**src/rtl/team4_cpu.sv**
```systemverilog
// rtl/team4_cpu.sv - 16-bit register CPU with a UART-style instruction load port
//
// Purpose: a host streams instruction words into IMEM through the load port,
// then sends an operand that starts a run from PC 0. The CPU executes one
// instruction per clock until HALT (or until the step watchdog expires), then
// pulses done with the result on DataOut.
//
// Ports:
//   clk        in   1   clock, all state on rising edge
//   reset      in   1   synchronous, active-high reset
//   uart_en    in   1   strobe: uart_sel/uart_data valid (sampled in IDLE only)
//   uart_sel   in   2   0 none, 1 load instr, 2 operand+start, 3 rewind load pointer
//   uart_data  in   16  instruction word or operand
//   DataOut    out  16  value of R[rd] at the last HALT
//   done       out  1   one-cycle pulse at end of run
module team4_cpu #(
  parameter int IMEM_DEPTH = 32,
  parameter int DMEM_DEPTH = 16,
  parameter int MAX_STEPS  = 255
) (
  input  logic        clk,
  input  logic        reset,
  input  logic        uart_en,
  input  logic [1:0]  uart_sel,
  input  logic [15:0] uart_data,
  output logic [15:0] DataOut,
  output logic        done
);

  localparam int IW = $clog2(IMEM_DEPTH);
  localparam int DW = $clog2(DMEM_DEPTH);
  localparam int SW = $clog2(MAX_STEPS + 1);
  localparam logic [SW-1:0] STEP_LAST = SW'(MAX_STEPS - 1);

  typedef enum logic {IDLE, RUN} state_t;

  state_t        state_q, state_d;
  logic [15:0]   imem [IMEM_DEPTH];
  logic [15:0]   dmem [DMEM_DEPTH];
  logic [15:0]   regs [8];
  logic [IW-1:0] pc, wptr, pc_next;
  logic [SW-1:0] steps;
  logic [15:0]   inreg;

  logic [15:0]   instr, sext6, rs_val, rt_val, rd_val, wb_val;
  logic [3:0]    op;
  logic [2:0]    rd, rs, rt;
  logic [DW-1:0] daddr;
  logic          running, wb_en, st_en, halt, wd_expire;

  // Decode and execute the instruction at PC combinationally; results are
  // committed at the end of the cycle so the next instruction sees them.
  always_comb begin
    instr   = imem[pc];
    op      = instr[15:12];
    rd      = instr[11:9];
    rs      = instr[8:6];
    rt      = instr[5:3];
    sext6   = {{10{instr[5]}}, instr[5:0]};
    rd_val  = regs[rd];
    rs_val  = regs[rs];
    rt_val  = regs[rt];
    daddr   = DW'(rs_val + sext6);
    running = (state_q == RUN);
    wb_en   = 1'b0;
    st_en   = 1'b0;
    wb_val  = 16'h0000;
    pc_next = pc + IW'(1);
    case (op)
      4'h1: begin wb_en = 1'b1; wb_val = rs_val + rt_val; end
      4'h2: begin wb_en = 1'b1; wb_val = rs_val - rt_val; end
      4'h3: begin wb_en = 1'b1; wb_val = rs_val & rt_val; end
      4'h4: begin wb_en = 1'b1; wb_val = rs_val | rt_val; end
      4'h5: begin wb_en = 1'b1; wb_val = rs_val ^ rt_val; end
      4'h6: begin wb_en = 1'b1; wb_val = rs_val << instr[3:0]; end
      4'h7: begin wb_en = 1'b1; wb_val = rs_val >> instr[3:0]; end
      4'h8: begin wb_en = 1'b1; wb_val = rs_val + sext6; end
      4'h9: begin wb_en = 1'b1; wb_val = {7'd0, instr[8:0]}; end
      4'hA: begin wb_en = 1'b1; wb_val = dmem[daddr]; end
      4'hB: st_en = 1'b1;
      4'hC: if (rd_val == rs_val) pc_next = pc + IW'(1) + sext6[IW-1:0];
      4'hD: pc_next = instr[IW-1:0];
      4'hE: begin wb_en = 1'b1; wb_val = inreg; end
      default: ;
    endcase
    halt      = running && (op == 4'h0);
    // The MAX_STEPS-th instruction still executes; the run ends with it.
    wd_expire = running && !halt && (steps == STEP_LAST);

    state_d = state_q;
    case (state_q)
      IDLE: if (uart_en && uart_sel == 2'd2) state_d = RUN;
      RUN:  if (halt || wd_expire) state_d = IDLE;
      default: state_d = IDLE;
    endcase
  end

  always_ff @(posedge clk) begin
    if (reset) begin
      state_q <= IDLE;
      pc      <= '0;
      wptr    <= '0;
      steps   <= '0;
      inreg   <= 16'h0000;
      DataOut <= 16'h0000;
      done    <= 1'b0;
      for (int i = 0; i < IMEM_DEPTH; i++) imem[i] <= 16'h0000;
      for (int i = 0; i < DMEM_DEPTH; i++) dmem[i] <= 16'h0000;
      for (int i = 0; i < 8; i++) regs[i] <= 16'h0000;
    end else begin
      state_q <= state_d;
      done    <= 1'b0;
      if (state_q == IDLE) begin
        if (uart_en) begin
          case (uart_sel)
            2'd1: begin imem[wptr] <= uart_data; wptr <= wptr + IW'(1); end
            2'd2: begin inreg <= uart_data; pc <= '0; steps <= '0; end
            2'd3: wptr <= '0;
            default: ;
          endcase
        end
      end else begin
        pc    <= pc_next;
        steps <= steps + SW'(1);
        if (wb_en) regs[rd] <= wb_val;
        if (st_en) dmem[daddr] <= rd_val;
        if (halt) DataOut <= rd_val;
        if (halt || wd_expire) done <= 1'b1;
      end
    end
  end

endmodule

```
**config.mk**
```make
export PLATFORM = sky130hd
export DESIGN_NAME = team4_cpu
export DESIGN_NICKNAME = d
export VERILOG_FILES = /design/src/rtl/team4_cpu.sv
export SDC_FILE = /design/constraint.sdc
export NUM_CORES = 2
export LEC_CHECK = 0
export ABC_AREA = 1
export ABC_CLOCK_PERIOD_IN_PS = 9800
export CELL_PAD_IN_SITES_DETAIL_PLACEMENT = 0
export CELL_PAD_IN_SITES_GLOBAL_PLACEMENT = 1
export CORE_ASPECT_RATIO = 0.6
export CORE_MARGIN = 2
export CORE_UTILIZATION = 45
export DETAILED_ROUTE_END_ITERATION = 10
export GPL_ROUTABILITY_DRIVEN = 0
export PLACE_DENSITY = 0.86
export SLEW_MARGIN = 20
export SYNTH_ARGS = -nofsm -noshare
export SYNTH_HDL_FRONTEND = slang
export SYNTH_SLANG_ARGS = --single-unit
```
**constraint.sdc**
```tcl
create_clock -name clk -period 9.8 [get_ports clk]
set_input_delay 1.47 -clock clk [delete_from_list [all_inputs] [get_ports clk]]
set_output_delay 1.47 -clock clk [all_outputs]
set_load 0.05 [all_outputs]
```
==> metrics.txt <==
Final ANT Viol Nets 0; Num CTS Buffers 93; Initial DRC Count 7123; fin. max-slew vios 0; element type at the critical path end flip-flop; Rel. slew slack 0.166; DRT Pass-1 Iters 7; Critical Path AT 8.59 ns; crit-path max FO 47; DR vias 42200; fmax 0.123 GHz; Post-synth EDFFs 896; leakage 21.8 nW; Clock Skew 0.0551 ns; DRC viols 0; Worst R2R End regs[5][14]$_SDFFCE_PN0P_; first-pass GRT wire length 255000 um; Comb pwr share 0.278; FF-to-FF path depth 26; CP Depth 26; Max Cap Viol 0; Nets 5518; crit-path leading delay family simple AND/OR/NAND/NOR gates; post-route insts no fill 6938; post-cts hold buffer count 0; switching share of power 0.362; worst-margin pin slew 1.24 ns; Placed Area 50800 sq um; period utilisation layout 0.831; Avg Vias per Cell 6.09; Die ar. 113000 sq um; slowest cell on the critical path o21ai_2; DP HPWL 113000 um; Tmin final 8.14 ns; Chip Height 261 um; Final setup viols 0; vias in the first global route 37500; Ports 38; Chip Width 433 um; Mapped Avg Cell Area 8.91 sq um; pwr dens 217 nW/um^2; total core area 109000 sq um; H-tree depth 3; Fin Setup TNS 0 ns; Post-Syn Nets 5662; Reg clk slew, reported paths 0.07 ns; setup ws final 1.66 ns; post-CTS setup buffers 0; DR WL/cell 25.2 um; RSZ-0062 raised after global routing no; gr ovfl total 0; most frequent cell on the critical path nand2_1; Initial Utilization 0.453; TritonCTS clock tree built; Worst path max stage delay 0.82 ns; Filler cells 10100; Critical Path Source Type flip-flop; P_sw 4.25 mW; FP Rows 94; number of clock sinks 953; top_reg_cell synth edfxtp_1; hold crit path type reg -> reg; port bufs 37; Worst R2R Setup Slack 1.66 ns; Synth Register Bits 953; Design Area, Final 54000 sq um; CP required 10.25 ns; Hold Vio Cnt, Final 0; worst path bufs/invs 6; root buffer cell clkbuf_16; Pint 7.49 mW; most common cell after layout, fill and taps aside nand2_1; Async SR Flop Fraction 0; Max Root-Sink Buffers 3; Unique masters post-synth 60; layout cells sized above 1 0.0697; Clock Latency Late Sink 0.73 ns; critical path type reg -> reg; Mapped Area 49600 sq um; register share of total power 0.396; Area Overhead vs Synth 8.92%; power share of the clock group 0.326; global-route usage over all layers 0.305; Mapped Cells 5561; pre-CTS WS 2.28 ns; status finished, final reports clean; maximum number of pins on one net before global-route repair 128; initial antenna violation count 2; total placed cells including tap cells 6762; post-synthesis sequential area ratio 0.566; Util after Layout 0.494; IR Drop Worst-Case VDD 0.168 mV; Routed WL 175000 um; commonest non-fill, non-tap cells in the layout nand2_1 (1222), nor2_1 (1087), edfxtp_1 (896); post_cts resized 0; Syn. warnings 0; crit path to regs[5][14]$_SDFFCE_PN0P_
==> synth_stat cells, types with 7 or more instances <==
cell | count | area [sq um]
o21ai_2 | 10 | 87.6
nand2_1 | 1227 | 4610
a31oi_1 | 15 | 93.8
o21ai_1 | 40 | 200
ha_1 | 77 | 963
nor2_2 | 15 | 93.8
a21oi_1 | 160 | 801
nand4_1 | 16 | 100
edfxtp_1 | 896 | 26900
buf_1 | 16 | 60.1
o22ai_1 | 149 | 932
buf_2 | 115 | 576
nor3_1 | 23 | 115
xnor2_1 | 7 | 61.3
nor2_1 | 1089 | 4090
nand2_2 | 21 | 131
nor2_4 | 7 | 78.8
or2_2 | 15 | 93.8
buf_6 | 21 | 236
dfxtp_1 | 57 | 1140
nand3_2 | 14 | 140
buf_4 | 42 | 315
o221ai_1 | 49 | 429
o21ai_0 | 281 | 1410
inv_1 | 302 | 1130
a22oi_1 | 7 | 52.6
o211ai_1 | 46 | 345
xor2_1 | 24 | 210
clkbuf_1 | 180 | 676
nand3_1 | 549 | 2750
inv_2 | 23 | 86.3
==> per-stage QoR <==
step | power, mW | hold slack, ns
5_1_grt | 12.1 | 0.535
6_report | 11.7 | 0.488
3_5_place_dp | 7.79 | 0.470
2_1_floorplan | 6.66 | 0.453
3_3_place_gp | 7.77 | 0.466
4_1_cts | 11.5 | 0.485
==> cell families (layout without fill, tap and decap cells) <==
group / count (synthesis) / after routing / share of synthesized area
adders and majority gates: 80 / 80 / 0.0206
and+or+nand+nor: 2994 / 2994 / 0.250
AOI/OAI and AO/OA: 796 / 796 / 0.0950
muxes: 2 / 2 / 0.000404
buffers and inverters: 705 / 640 / 0.0627
other: 0 / 2 / 0
DFF: 953 / 953 / 0.566
xor gates and xnor gates: 31 / 31 / 0.00548
==> worst min path at each step <==
stage	from	endpoint	slack, ns	cells after the start
finish	steps[5]$_SDFFE_PP0P_	steps[5]$_SDFFE_PP0P_	0.49	2
global route	steps[5]$_SDFFE_PP0P_	steps[5]$_SDFFE_PP0P_	0.53	2
CTS	steps[5]$_SDFFE_PP0P_	steps[5]$_SDFFE_PP0P_	0.48	2
detailed placement	steps[5]$_SDFFE_PP0P_	steps[5]$_SDFFE_PP0P_	0.47	2
global placement	steps[5]$_SDFFE_PP0P_	steps[5]$_SDFFE_PP0P_	0.47	2
floorplan	steps[5]$_SDFFE_PP0P_	steps[5]$_SDFFE_PP0P_	0.45	2
==> sequential cells by signal, summed over array words and instances (netlist names), named ones only <==
signal and count:
running 1, inreg 16, dmem 256, steps 8, DataOut 16, regs 128
done 1, wptr 5, imem 512, pc 5
==> final cells by class <==
type | instances | area [sq um] | share of cell area
diodes | 2 | 5.00 | 0.0000927
clock buffers | 123 | 2560 | 0.0475
clock inverters | 51 | 652 | 0.0121
inverters | 330 | 1250 | 0.0231
multi-input cells | 3903 | 18500 | 0.342
flip-flops and latches | 953 | 28100 | 0.520
well taps | 1440 | 1800 | 0.0334
repair buffers | 136 | 1200 | 0.0222
==> power by group through the flow <==
stage,Clock [mW],Sequential (mW),Combinational [mW]
after floorplan,0,4.71,1.95
final,3.83,4.65,3.27
after CTS,3.83,4.64,3.07
after global routing,3.99,4.66,3.44
after global placement,0,4.73,3.04
after detailed placement,0,4.73,3.06
==> metal layers <==
metal	up-vias	routed length, um	part of all wire	track usage
met4	2	4300	0.025	0.0719
met3	292	31500	0.18	0.136
li1	18600	-	-	-
met2	3156	66100	0.38	0.387
met1	20100	73200	0.42	0.465
met5	-	12	0.000069	0
==> worst reg2reg max path, delay by kind of cell (launching register included) <==
kind / cells / cell delay, ns
flops: 1 / 0.36
simple gates: 14 / 3.14
compound gates: 4 / 1.77
fa+ha+maj: 2 / 0.79
buf+inv: 6 / 1.82
(Power assumes the default switching activity.)
